$ cat config.mk
export PLATFORM = sky130hd
export DESIGN_NAME = mem_arbiter
export DESIGN_NICKNAME = d
export VERILOG_FILES = /design/src/rtl/mem_arb_pkg.sv /design/src/rtl/mem_arb_pick.sv /design/src/rtl/mem_arbiter.sv
export SDC_FILE = /design/constraint.sdc
export NUM_CORES = 1
export LEC_CHECK = 0
export BUFFER_PORTS_ARGS = -buffer_cell sky130_fd_sc_hd__buf_2
export CAP_MARGIN = 10
export CORE_ASPECT_RATIO = 2
export CORE_MARGIN = 4
export CORE_UTILIZATION = 44
export CTS_CLUSTER_SIZE = 14
export DETAILED_ROUTE_END_ITERATION = 8
export PLACE_DENSITY = 0.77
export SLEW_MARGIN = 20
export SYNTH_ARGS = -nofsm -noshare
export SYNTH_HDL_FRONTEND = slang
export SYNTH_HIERARCHICAL = 1
export SYNTH_SLANG_ARGS = --single-unit
export TNS_END_PERCENT = 20
$ cat constraint.sdc
create_clock -name clk -period 2.9 [get_ports clk]
set_input_delay 0.58 -clock clk [delete_from_list [all_inputs] [get_ports clk]]
set_output_delay 0.58 -clock clk [all_outputs]
set_load 0.05 [all_outputs]
$ cat src/rtl/mem_arb_pkg.sv
// Shared types for the memory arbiter: FSM states, requester ids and the
// word-alignment width applied to outgoing memory addresses.
package mem_arb_pkg;

    typedef enum logic [1:0] {
        ST_IDLE   = 2'd0,
        ST_ACCESS = 2'd1,
        ST_RESP   = 2'd2
    } arb_state_t;

    typedef enum logic {
        REQ_IF = 1'b0,
        REQ_D  = 1'b1
    } req_id_t;

    // Low address bits dropped to form a word address.
    localparam int WORD_ALIGN = 2;

endpackage

$ cat src/rtl/mem_arb_pick.sv
// Winner select for the fetch/data arbiter. Default build is fixed data
// priority with a fetch starvation counter; MEM_ARB_RR_EN selects round-robin.
module mem_arb_pick
    import mem_arb_pkg::*;
#(
    parameter int STARVE_LIMIT = 4
) (
    input  logic clk,
    input  logic reset_n,
    input  logic arb_en,
    input  logic if_req,
    input  logic d_req,
    output logic pick_if,
    output logic pick_d
);

`ifdef MEM_ARB_RR_EN
    req_id_t last;

    // On conflict the port that did not win last time goes first.
    always_comb begin
        pick_d  = d_req && (!if_req || last == REQ_IF);
        pick_if = if_req && !pick_d;
    end

    always_ff @(posedge clk or negedge reset_n) begin
        if (!reset_n)
            last <= REQ_IF;
        else if (arb_en && (pick_if || pick_d))
            last <= pick_d ? REQ_D : REQ_IF;
    end
`else
    localparam int CW = $clog2(STARVE_LIMIT + 1);

    logic [CW-1:0] starve;
    logic          starved;

    assign starved = (starve == CW'(STARVE_LIMIT));

    always_comb begin
        pick_d  = d_req && !(if_req && starved);
        pick_if = if_req && !pick_d;
    end

    // Only lost arbitrations count; the counter saturates at the limit.
    always_ff @(posedge clk or negedge reset_n) begin
        if (!reset_n)
            starve <= '0;
        else if (arb_en) begin
            if (pick_if)
                starve <= '0;
            else if (if_req && pick_d && !starved)
                starve <= starve + 1'b1;
        end
    end
`endif

endmodule

$ cat src/rtl/mem_arbiter.sv
// Two-port (fetch/data) arbiter onto a single-outstanding memory port.
// Build option MEM_ARB_RR_EN switches arbitration to round-robin.
module mem_arbiter
    import mem_arb_pkg::*;
#(
    parameter int STARVE_LIMIT = 4,
    parameter int ADDR_W       = 32
) (
    input  logic              clk,
    input  logic              reset_n,
    input  logic              if_req,
    input  logic [ADDR_W-1:0] if_addr,
    output logic              if_gnt,
    output logic              if_rvalid,
    output logic [ADDR_W-1:0] if_rdata,
    input  logic              d_req,
    input  logic              d_we,
    input  logic [ADDR_W-1:0] d_addr,
    input  logic [ADDR_W-1:0] d_wdata,
    output logic              d_gnt,
    output logic              d_rvalid,
    output logic [ADDR_W-1:0] d_rdata,
    output logic              mem_en,
    output logic              mem_we,
    output logic [ADDR_W-1:0] mem_addr,
    output logic [ADDR_W-1:0] mem_wdata,
    input  logic [ADDR_W-1:0] mem_rdata,
    input  logic              mem_ready
);

    arb_state_t        state;
    req_id_t           owner;
    logic              arb_en;
    logic              pick_if;
    logic              pick_d;
    logic [ADDR_W-1:0] sel_addr;

    // Grants are combinational but only ever leave IDLE, and never in reset.
    assign arb_en   = (state == ST_IDLE) && reset_n;
    assign if_gnt   = arb_en && pick_if;
    assign d_gnt    = arb_en && pick_d;
    assign sel_addr = d_gnt ? d_addr : if_addr;

    mem_arb_pick #(
        .STARVE_LIMIT (STARVE_LIMIT)
    ) u_pick (
        .clk     (clk),
        .reset_n (reset_n),
        .arb_en  (arb_en),
        .if_req  (if_req),
        .d_req   (d_req),
        .pick_if (pick_if),
        .pick_d  (pick_d)
    );

    // mem_* registers double as the latched request for the transaction.
    always_ff @(posedge clk or negedge reset_n) begin
        if (!reset_n) begin
            state     <= ST_IDLE;
            owner     <= REQ_IF;
            mem_en    <= 1'b0;
            mem_we    <= 1'b0;
            mem_addr  <= '0;
            mem_wdata <= '0;
            if_rvalid <= 1'b0;
            d_rvalid  <= 1'b0;
            if_rdata  <= '0;
            d_rdata   <= '0;
        end else begin
            case (state)
                ST_IDLE: begin
                    if (if_gnt || d_gnt) begin
                        owner     <= d_gnt ? REQ_D : REQ_IF;
                        mem_en    <= 1'b1;
                        mem_we    <= d_gnt && d_we;
                        mem_addr  <= {sel_addr[ADDR_W-1:WORD_ALIGN], {WORD_ALIGN{1'b0}}};
                        mem_wdata <= d_gnt ? d_wdata : '0;
                        state     <= ST_ACCESS;
                    end
                end
                ST_ACCESS: begin
                    if (mem_ready) begin
                        mem_en <= 1'b0;
                        mem_we <= 1'b0;
                        // Writes are acked with rvalid but leave rdata alone.
                        if (!mem_we) begin
                            if (owner == REQ_D) d_rdata  <= mem_rdata;
                            else                if_rdata <= mem_rdata;
                        end
                        if_rvalid <= (owner == REQ_IF);
                        d_rvalid  <= (owner == REQ_D);
                        state     <= ST_RESP;
                    end
                end
                ST_RESP: begin
                    if_rvalid <= 1'b0;
                    d_rvalid  <= 1'b0;
                    state     <= ST_IDLE;
                end
                default: state <= ST_IDLE;
            endcase
        end
    end

endmodule

## Word level (Yosys, flattened, before mapping)

Cells that the tools add are included.

| word-level totals | value |
|---|---|
| bits in registers | 136 |

| operators by class | value |
|---|---|
| bitwise operators | 2 |
| add/sub/neg operators | 1 |
| mux-type cells | 17 |
| reductions and logical operators | 24 |
| equality and inequality tests | 5 |

Operators with widths:

| cell | number |
|---|---|
| 32-bit two-way mux | 2 |
| 1-bit logical AND | 9 |
| 1-bit case mux with 2 select lines | 4 |
| 2-bit AND reduction | 4 |
| 4-bit AND reduction | 2 |
| 1-bit two-way mux | 6 |
| 3-bit two-way mux | 2 |
| 2-bit nonzero test | 3 |
| 2-bit two-way mux | 2 |
| 2-bit case mux with 2 select lines | 1 |
| 3-bit by 1-bit adder with 3-bit output (second input constant) | 1 |
| 3-bit == test (second input constant) | 1 |
| 1-bit zero test | 3 |
| 3-bit AND reduction | 1 |
| 2-bit by 1-bit == test with 1-bit output (second input constant) | 1 |
| 2-bit == test (second input constant) | 1 |
| 2-bit zero test | 1 |
| 2-bit by 1-bit inequality test with 1-bit output (second input constant) | 1 |
| 2-bit inequality test (second input constant) | 1 |
| 1-bit inverter | 2 |
| 1-bit logical OR | 1 |

## Logic depth before layout (Yosys ltp)

Gate-level depths: netlist of the first run.

| depth | value |
|---|---|
| depth after elaboration | 10 |
| depth in mapped cells | 8 |
| gate-level depth less buffers | 7 |

## By module

Netlist of the first run, hierarchy kept.

Modules (own cells, without submodules):

| module | instances | cells an instance | area each (sq um) |
|---|---|---|---|
| mem_arbiter | 1 | 379 | 5387.7 |
| mem_arb_pick | 1 | 22 | 200.2 |

## Least setup slack after synthesis of the first run

OpenSTA, ideal clock, no wires.

| path | value |
|---|---|
| kind | reg-to-output |
| start | register u_pick.starve[0] |
| end | output d_gnt |
| cell stages (with the launch flop) | 7 |
| data arrival time | 2.054 ns |
| setup slack | 0.266 ns |
| cell sequence | dfrtp_1 > inv_1 > ha_1 > a31oi_2 > nor4bb_1 > buf_2 > buf_1 |

| between the ends | value |
|---|---|
| cells in the longest elaborated chain, start to end | 5 |

RTL lines:

| what | RTL line | RTL |
|---|---|---|
| from (decl) | mem_arb_pick.sv:35 | `logic [CW-1:0] starve;` |
| from (signal assigned) | mem_arb_pick.sv:53 | `starve <= starve + 1'b1;` |
| 3-bit == test | mem_arb_pick.sv:38 | `assign starved = (starve == CW'(STARVE_LIMIT));` |
| 1-bit logical AND | mem_arb_pick.sv:41 | `pick_d = d_req && !(if_req && starved);` |
| 1-bit zero test | mem_arb_pick.sv:41 |  |
| 1-bit logical AND | mem_arb_pick.sv:41 |  |
| net pick_d | mem_arbiter.sv:35 | `logic pick_d;` |
| 1-bit logical AND | mem_arbiter.sv:41 | `assign d_gnt = arb_en && pick_d;` |
| to (decl) | mem_arbiter.sv:20 | `output logic d_gnt,` |

The timed path passes the listed nets, and every way through them passes these cells.

## Worst setup path after layout of the first run

| path | value |
|---|---|
| start | register u_pick.starve[0] |
| end | output if_gnt |

| between the ends | value |
|---|---|
| cells in the longest elaborated chain, start to end | 7 |

RTL lines:

| what | RTL line | RTL |
|---|---|---|
| 3-bit == test | mem_arb_pick.sv:38 |  |
| 1-bit logical AND | mem_arb_pick.sv:41 |  |
| 1-bit zero test | mem_arb_pick.sv:41 |  |
| 1-bit logical AND | mem_arb_pick.sv:41 |  |
| net pick_d | mem_arbiter.sv:35 |  |
| 1-bit zero test | mem_arb_pick.sv:42 | `pick_if = if_req && !pick_d;` |
| 1-bit logical AND | mem_arb_pick.sv:42 |  |
| net pick_if | mem_arbiter.sv:34 | `logic pick_if;` |
| 1-bit logical AND | mem_arbiter.sv:40 | `assign if_gnt = arb_en && pick_if;` |
| to (decl) | mem_arbiter.sv:13 | `output logic if_gnt,` |

The timed path passes the listed nets, and every way through them passes these cells.

==> results.sh, run 1 <==
export IMPL_cp_depth=6
export IMPL_switching_power_mw=4.92
export IMPL_syn_mean_instance_area_um2=13.9
export IMPL_mapped_cells=401
export IMPL_netlist_area_mm2=0.00559
export IMPL_launch_point_of_the_critical_path="u_pick/starve[0]$_DFFE_PN0P_"
export IMPL_globalRoute_busiestLayer="met2"
export IMPL_fin_ws_ns=0.143
export IMPL_yosys_warnings=6
export IMPL_final_max_slew_violation_count=0
export IMPL_final_hold_violation_count=0
export IMPL_drt_vias_per_instance=5.42
export IMPL_worst_max_slew_pin_slew_ns=1.09
export IMPL_final_wirelength_mm=15.0
export IMPL_cts_post_setup_buffers_inserted=0
export IMPL_worst_slew_margin_rel_pct=27.0
export IMPL_cts_max_level=4
export IMPL_layout_area_seq_mm2=0.00340
export IMPL_design_portCount=268
export IMPL_p_leak_nw=3.99
export IMPL_dp_hpwl_mm=11.1
export IMPL_setup_violations=0
export IMPL_max_clock_freq_ghz=0.363
export IMPL_met1_usage_pct=23.1
export IMPL_place_port_buffers=261
export IMPL_criticalPathCategory="flip-flop to output pin"
export IMPL_initial_standard_cell_utilization_of_the_core_pct=44.8
export IMPL_yosys_register_bits=136
export IMPL_met3_usage_grt_pct=4.78
export IMPL_cell_internal_pwr_mw=5.51
export IMPL_floorplan_die_area_mm2=0.0147
export IMPL_outcome="completed"
export IMPL_ff2ff_path_depth=7
export IMPL_drt_pre_antenna_iters=4
export IMPL_sequentialPowerShare_pct=30.3
export IMPL_grt_pass1_wl_mm=23.9
export IMPL_cellPowerDensity_mw_per_mm2=1360
export IMPL_clock_path_buffers=2
export IMPL_cp_slowest_cell="sky130_fd_sc_hd__dfrtp_1"
export IMPL_postCtsResizedCells=0
export IMPL_timing_rr_start="u_pick/starve[0]$_DFFE_PN0P_"
export IMPL_vdd_ir_drop_worst_mv=0.891
export IMPL_post_route_drc_count=0
export IMPL_reg2reg_slack_ns=0.55
export IMPL_clock_latency_ns=0.40
export IMPL_globalRouteOverflowTotal=0
export IMPL_postRouteAntennaNets=0
export IMPL_reg_to_reg_endpoint="mem_addr[30]$_DFFE_PN0P_"
export IMPL_grt_setup_unrepaired="no"
export IMPL_finalCoreUtilization_pct=61.5
export IMPL_grt_max_degree=69
export IMPL_final_non_filler_cells=824
export IMPL_layout_cells_most_common_list="sky130_fd_sc_hd__buf_2, sky130_fd_sc_hd__dfrtp_1, sky130_fd_sc_hd__nand2_1"
export IMPL_cts_reportedPaths_clkPinSlew_ns=0.07
export IMPL_worstSetupEndpointType="output pin"
export IMPL_data_arrival_at_the_endpoint_of_the_critical_path_ns=2.18
export IMPL_yosysSeqAreaShare_pct=60.9
export IMPL_chipHeight_um=167
export IMPL_layout_nets=795
export IMPL_cp_max_fanout=5
export IMPL_drt_first_iter_violations=153
export IMPL_setup_tns_final_ns=0
export IMPL_placement_rows=58
export IMPL_routed_length_per_instance_um=18.2
export IMPL_fin_skew_ns=0.0122
export IMPL_crit_family="simple AND/OR/NAND/NOR gates"
export IMPL_place_inst=789
export IMPL_tritoncts_num_sinks=136
export IMPL_layout_filler_cells=992
export IMPL_cp_data_required_time_ns=2.32
export IMPL_comb_power_share_pct=47.6
export IMPL_startpoint_type="flip-flop"
export IMPL_ctsRootBufferMaster="sky130_fd_sc_hd__clkbuf_16"
export IMPL_setup_worst_path_end="if_gnt"
export IMPL_critical_path_n_buffers_inverters=2
export IMPL_layout_commonest_cell="sky130_fd_sc_hd__buf_2"
export IMPL_grt_total_usage_pct=20.6
export IMPL_multiInputGateArea_mm2=0.00204
export IMPL_crit_chain="inv_1, ha_1, a31oi_2, nor2b_2, nor4bb_4, buf_2"
export IMPL_critical_path_max_stage_delay_ns=0.42
export IMPL_layout_min_cycle_time_ns=2.76
export IMPL_die_w_um=87.7
export IMPL_distinct_cell_type_count_after_synthesis=36
export IMPL_clock_tree_from_tritoncts="built"
export IMPL_core_area_mm2=0.0125
export IMPL_vias=4470
export IMPL_dp_worst_setup_slack_ns=0.513
export IMPL_gp_congestion=0.797
export IMPL_grt_antenna_before_repair=2
export IMPL_post_layout_total_power_mw=10.4
export IMPL_cts_buf_count=17
export IMPL_drive_above_1_share_pct=55.8
export IMPL_holdCritPathClass="input port to flip-flop"
export IMPL_layout_worst_path_cycle_share_pct=95.1
export IMPL_power_switching_fraction_pct=47.2
export IMPL_first_global_vias=4690
export IMPL_grt_util_met2_pct=35.8
export IMPL_max_cap_viol_count=0
export IMPL_syn2layout_area_growth_pct=37.4
export IMPL_p_clk_share_pct=22.1
==> worst reg2reg max path, delay by kind of cell (launching register included) <==
family	cells	cell delay, ns
AO/OA/AOI/OAI	2	0.52
adder cells (fa/ha/maj)	1	0.24
buffers and inverters	2	0.65
flip-flops	1	0.40
AND/OR/NAND/NOR	2	0.47
==> power groups by stage <==
stage | logic [mW] | registers, mW | clock network (mW)
after global placement | 4.92 | 3.14 | 0
after detailed placement | 5.00 | 3.18 | 0
after global routing | 5.18 | 3.27 | 2.45
after floorplan | 1.09 | 5.82 | 0
final | 4.96 | 3.16 | 2.31
after CTS | 5.00 | 3.16 | 2.37
==> state kept, by name, summed over array words and instances, names as in the netlist <==
| signal | cells |
|---|---|
| d_rdata | 32 |
| if_rdata | 32 |
| mem_wdata | 32 |
| mem_addr | 30 |
| u_pick/starve | 3 |
| state | 2 |
| d_rvalid | 1 |
| if_rvalid | 1 |
| mem_en | 1 |
| mem_we | 1 |
| owner | 1 |
==> cell usage after synthesis <==
cell type | number | share of area [%]
sky130_fd_sc_hd__dfrtp_1 | 136 | 61
sky130_fd_sc_hd__nand2_1 | 37 | 2.5
sky130_fd_sc_hd__a22o_1 | 34 | 5.3
sky130_fd_sc_hd__mux2_2 | 34 | 6.9
sky130_fd_sc_hd__a22oi_1 | 30 | 4.0
sky130_fd_sc_hd__mux2_4 | 30 | 8.1
sky130_fd_sc_hd__a32oi_1 | 29 | 4.5
sky130_fd_sc_hd__clkbuf_1 | 17 | 1.1
sky130_fd_sc_hd__inv_1 | 6 | 0.40
sky130_fd_sc_hd__buf_2 | 5 | 0.45
sky130_fd_sc_hd__buf_1 | 4 | 0.27
sky130_fd_sc_hd__buf_6 | 4 | 0.81
sky130_fd_sc_hd__o21ai_1 | 4 | 0.36
sky130_fd_sc_hd__nand4_1 | 3 | 0.34
sky130_fd_sc_hd__o21ai_0 | 3 | 0.27
sky130_fd_sc_hd__buf_4 | 2 | 0.27
sky130_fd_sc_hd__ha_1 | 2 | 0.45
sky130_fd_sc_hd__nand3_1 | 2 | 0.18
sky130_fd_sc_hd__nor4bb_1 | 2 | 0.36
sky130_fd_sc_hd__a21oi_1 | 1 | 0.089
sky130_fd_sc_hd__a31oi_2 | 1 | 0.22
sky130_fd_sc_hd__a32o_1 | 1 | 0.18
sky130_fd_sc_hd__conb_1 | 1 | 0.067
sky130_fd_sc_hd__inv_2 | 1 | 0.067
sky130_fd_sc_hd__nand2_2 | 1 | 0.11
sky130_fd_sc_hd__nand2b_1 | 1 | 0.11
sky130_fd_sc_hd__nand3b_4 | 1 | 0.36
sky130_fd_sc_hd__nor2_1 | 1 | 0.067
sky130_fd_sc_hd__nor2b_2 | 1 | 0.16
sky130_fd_sc_hd__nor3_2 | 1 | 0.18
sky130_fd_sc_hd__nor3b_2 | 1 | 0.22
sky130_fd_sc_hd__o21ai_2 | 1 | 0.16
sky130_fd_sc_hd__o22ai_1 | 1 | 0.11
sky130_fd_sc_hd__or2b_1 | 1 | 0.13
sky130_fd_sc_hd__or3_1 | 1 | 0.11
sky130_fd_sc_hd__or3b_1 | 1 | 0.16
==> routing by layer <==
layer  up-vias  part of all wire, %
met2       212                   53
met5         -                    0
li1       2026                    -
met1      2188                   36
met3        44                  6.7
met4         0                  4.2
==> area by class of cell <==
cell class | count | share of cell area, %
Antenna cell | 2 | 0.0652
Clock buffer | 20 | 5.82
Clock inverter | 12 | 2.44
Inverter | 7 | 0.342
Multi-Input combinational cell | 227 | 26.5
Sequential cell | 136 | 44.3
Tap cell | 150 | 2.44
Timing Repair Buffer | 270 | 18.0
==> cell families (layout without fill, tap and decap cells) <==
| family | after synthesis | in the layout | share of synthesized area [%] |
|---|---|---|---|
| DFF | 136 | 136 | 60.9 |
| AOI/OAI and AO/OA | 105 | 105 | 15.3 |
| adders and majority gates | 2 | 2 | 0.448 |
| buffers and inverters | 39 | 309 | 3.40 |
| muxes | 64 | 64 | 14.9 |
| other | 1 | 4 | 0.0671 |
| and+or+nand+nor | 54 | 54 | 4.97 |
==> timing repair <==
action                                  4_1_cts  5_1_grt
hold buffers                                  1        0
endpoints found under the setup margin        0        0
hold endpoints to repair                      1        0
==> worst min-delay path by stage <==
stage | from | endpoint | depth (start not counted)
2_1_floorplan | reset_n | d_rdata[0]$_DFFE_PN0P_ | 0
3_3_place_gp | reset_n | mem_addr[31]$_DFFE_PN0P_ | 1
3_5_place_dp | reset_n | mem_addr[31]$_DFFE_PN0P_ | 1
4_1_cts | d_wdata[29] | mem_wdata[29]$_DFFE_PN0P_ | 2
5_1_grt | d_wdata[29] | mem_wdata[29]$_DFFE_PN0P_ | 2
6_report | d_wdata[19] | mem_wdata[19]$_DFFE_PN0P_ | 2
==> metrics by stage <==
stage | hold WS (ns) | instance area [um^2]
after floorplan | 0.284 | 5590
after global placement | 0.362 | 7030
after detailed placement | 0.365 | 7030
after CTS | 0.377 | 7670
after global routing | 0.383 | 7680
final | 0.397 | 7680
No activity file was read; power rests on OpenSTA's default activity.
==> run 2: changes to the inputs <==
--- a/config.mk
+++ b/config.mk
@@ -12,10 +12,9 @@
 export CORE_UTILIZATION = 44
 export CTS_CLUSTER_SIZE = 14
 export DETAILED_ROUTE_END_ITERATION = 8
-export PLACE_DENSITY = 0.77
+export PLACE_DENSITY = 0.76
 export SLEW_MARGIN = 20
 export SYNTH_ARGS = -nofsm -noshare
 export SYNTH_HDL_FRONTEND = slang
-export SYNTH_HIERARCHICAL = 1
 export SYNTH_SLANG_ARGS = --single-unit
 export TNS_END_PERCENT = 20
==> results.sh, run 2 <==
export IMPL_layout_filler_cells=1086
export IMPL_ff2ff_path_depth=4
export IMPL_most_repeated_cell_in_the_gate_level_netlist_after_synthesis="sky130_fd_sc_hd__dfrtp_1"
export IMPL_placement_rows=59
export IMPL_reg2reg_slack_ns=0.80
export IMPL_p_clk_share_pct=20.9
export IMPL_postCtsHoldBufs=0
export IMPL_grt_max_degree=75
export IMPL_worst_max_slew_pin_slew_ns=0.934
export IMPL_drt_pre_antenna_iters=4
export IMPL_yosys_warnings=0
export IMPL_final_max_slew_violation_count=0
export IMPL_layout_commonest_cell="sky130_fd_sc_hd__buf_2"
export IMPL_proportion_of_synthesized_area_in_mux_cells_pct=14.3
export IMPL_final_hold_violation_count=0
export IMPL_dp_hpwl_mm=11.8
export IMPL_sequentialPowerShare_pct=30.2
export IMPL_drt_first_iter_violations=126
export IMPL_comb_power_share_pct=48.9
export IMPL_worst_slew_margin_rel_pct=37.8
export IMPL_die_w_um=89.4
export IMPL_grt_antenna_before_repair=4
export IMPL_setup_violations=0
export IMPL_place_port_buffers=261
export IMPL_cts_reportedPaths_clkPinSlew_ns=0.06
export IMPL_netlist_area_mm2=0.00583
export IMPL_grt_setup_unrepaired="no"
export IMPL_max_clock_freq_ghz=0.411
export IMPL_floorplan_die_area_mm2=0.0153
export IMPL_design_portCount=268
export IMPL_postCtsResizedCells=0
export IMPL_worstSetupEndpointType="output pin"
export IMPL_yosysTopAreaCell="sky130_fd_sc_hd__dfrtp_1"
export IMPL_post_route_drc_count=0
export IMPL_fin_skew_ns=0.0103
export IMPL_clock_path_buffers=2
export IMPL_drive_above_1_share_pct=55.8
export IMPL_yosys_register_bits=136
export IMPL_fin_hold_ws_ns=0.360
export IMPL_initial_standard_cell_utilization_of_the_core_pct=44.9
export IMPL_grt_total_usage_pct=20.9
export IMPL_synth_async_sr_flop_share_pct=100
export IMPL_cell_internal_pwr_mw=5.26
export IMPL_vias=4542
export IMPL_globalRouteOverflowTotal=0
export IMPL_data_arrival_at_the_endpoint_of_the_critical_path_ns=1.85
export IMPL_criticalPathCategory="flip-flop to output pin"
export IMPL_yosysSeqAreaShare_pct=58.4
export IMPL_dominant_combinational_cell_family_by_area_after_synthesis="compound AO/OA/AOI/OAI gates"
export IMPL_outcome="completed"
export IMPL_grt_pass1_wl_mm=24.3
export IMPL_max_cap_viol_count=0
export IMPL_reg_top3="d_rdata x32, if_rdata x32, mem_wdata x32"
export IMPL_gp_congestion=0.884
export IMPL_synth_enable_flop_cells=0
export IMPL_yosysTopAreaCellShare_pct=58.4
export IMPL_first_global_vias=4825
export IMPL_leading_cell_types_by_total_area_after_synthesis="sky130_fd_sc_hd__dfrtp_1, sky130_fd_sc_hd__mux2_4, sky130_fd_sc_hd__mux2_2"
export IMPL_synth_ff_type="sky130_fd_sc_hd__dfrtp_1"
export IMPL_final_wirelength_mm=15.8
export IMPL_distinct_cell_type_count_after_synthesis=36
export IMPL_timing_rr_start="state[1]$_DFFE_PN0P_"
export IMPL_syn_mean_instance_area_um2=13.5
export IMPL_layout_nets=824
export IMPL_postRouteAntennaNets=0
export IMPL_ctsRootBufferMaster="sky130_fd_sc_hd__clkbuf_16"
export IMPL_synth_compound_area_share_pct=16.8
export IMPL_switching_power_mw=4.94
export IMPL_synth_xor_area_share_pct=0
export IMPL_clock_latency_ns=0.41
export IMPL_layout_worst_path_cycle_share_pct=83.9
export IMPL_reg_to_reg_endpoint="d_rdata[1]$_DFFE_PN0P_"
export IMPL_power_switching_fraction_pct=48.4
export IMPL_holdCritPathClass="input port to async pin"
export IMPL_vdd_ir_drop_worst_mv=1.13
export IMPL_core_area_mm2=0.0130
export IMPL_synth_adder_area_share_pct=0.429
export IMPL_layout_min_cycle_time_ns=2.43
export IMPL_syn2layout_area_growth_pct=34.8
export IMPL_cellPowerDensity_mw_per_mm2=1300
export IMPL_p_leak_nw=4.09
export IMPL_cts_buf_count=17
export IMPL_drt_vias_per_instance=5.29
export IMPL_cp_data_required_time_ns=2.32
export IMPL_mapped_cells=432
export IMPL_cts_max_level=4
export IMPL_cts_post_setup_buffers_inserted=0
export IMPL_cp_max_fanout=7
export IMPL_tritoncts_num_sinks=136
export IMPL_startpoint_type="flip-flop"
export IMPL_setup_tns_final_ns=0
export IMPL_layout_cells_most_common_list="sky130_fd_sc_hd__buf_2, sky130_fd_sc_hd__dfrtp_1, sky130_fd_sc_hd__inv_1"
export IMPL_synth_cells_most_frequent="sky130_fd_sc_hd__dfrtp_1, sky130_fd_sc_hd__inv_1, sky130_fd_sc_hd__a22o_1, sky130_fd_sc_hd__nor2_1"
export IMPL_clock_tree_from_tritoncts="built"
export IMPL_chipHeight_um=171
export IMPL_synthSimpleGateAreaFrac_pct=4.08
export IMPL_routed_length_per_instance_um=18.5
## run 2: cell count changes in the layout (fill, tap and decap cells not counted), sizes merged, moves of 4 or more
cell / delta
a32oi: -29
nor2: +31
a221oi: +30
o21ai: -5
buf: +4
a22oi: -30
inv: +36
nand2: -33
a211oi: +30
## run 2: critical path, cell delays in order, from the launching register on
cell	delay, ns
sky130_fd_sc_hd__dfrtp_1	0.43
sky130_fd_sc_hd__or3b_1	0.46
sky130_fd_sc_hd__nor3_4	0.24
sky130_fd_sc_hd__buf_2	0.31
## run 2: kinds of logic after synthesis
logic type	Yosys count
DFF	136
AOI/OAI and AO/OA	105
buffers and inverters	75
and+or+nand+nor	49
muxes	64
adders and majority gates	2
other	1
## run 2: layer usage
metal  part of all wire, %  vias up  routed length (um)  track usage (%)
met1                    36     2223                5650             22.0
met4                   4.5        0                 712             11.9
met3                   6.7       41                1060             5.64
met2                    53      190                8430             36.5
met5                     0        -                   0                0
li1                      -     2088                   -                -
## run 2: how the worst max path moves through the flow
stage / from / to / depth (start not counted)
after CTS: state[0]$_DFFE_PN0P_ / d_gnt / 3
after global routing: state[0]$_DFFE_PN0P_ / d_gnt / 3
after global placement: reset_n / mem_wdata[6]$_DFFE_PN0P_ / 3
after detailed placement: reset_n / mem_wdata[23]$_DFFE_PN0P_ / 3
after floorplan: u_pick.starve[0]$_DFFE_PN0P_ / if_gnt / 6
final: state[0]$_DFFE_PN0P_ / d_gnt / 3
## run 2: cell type report
cell class	count	area (um^2)	share of cell area, %
clock buffer	17	425	5.41
tap	152	190	2.42
clock inverter	15	161	2.05
timing repair buffer	273	1420	18.0
multi-input combinational	222	2110	26.9
antenna	5	12.5	0.159
sequential	136	3400	43.3
inverter	38	143	1.81
## run 2: power groups by stage
| stage | Clock, mW | Combinational [mW] | Sequential, mW |
|---|---|---|---|
| 2_1_floorplan | 0 | 1.18 | 5.71 |
| 3_3_place_gp | 0 | 4.95 | 3.07 |
| 3_5_place_dp | 0 | 5.03 | 3.11 |
| 4_1_cts | 2.19 | 5.03 | 3.09 |
| 5_1_grt | 2.27 | 5.22 | 3.18 |
| 6_report | 2.14 | 4.99 | 3.08 |
## run 2: stage by stage
stage	std cells	setup WS [ns]	area (um^2)	power, mW	utilization, %
3_5_place_dp	821	0.502	7260	8.14	55.9
3_3_place_gp	821	0.620	7260	8.02	55.9
6_report	858	0.468	7860	10.2	60.5
2_1_floorplan	433	0.484	5840	6.89	-
4_1_cts	853	0.410	7850	10.3	60.4
5_1_grt	857	0.375	7860	10.7	60.5
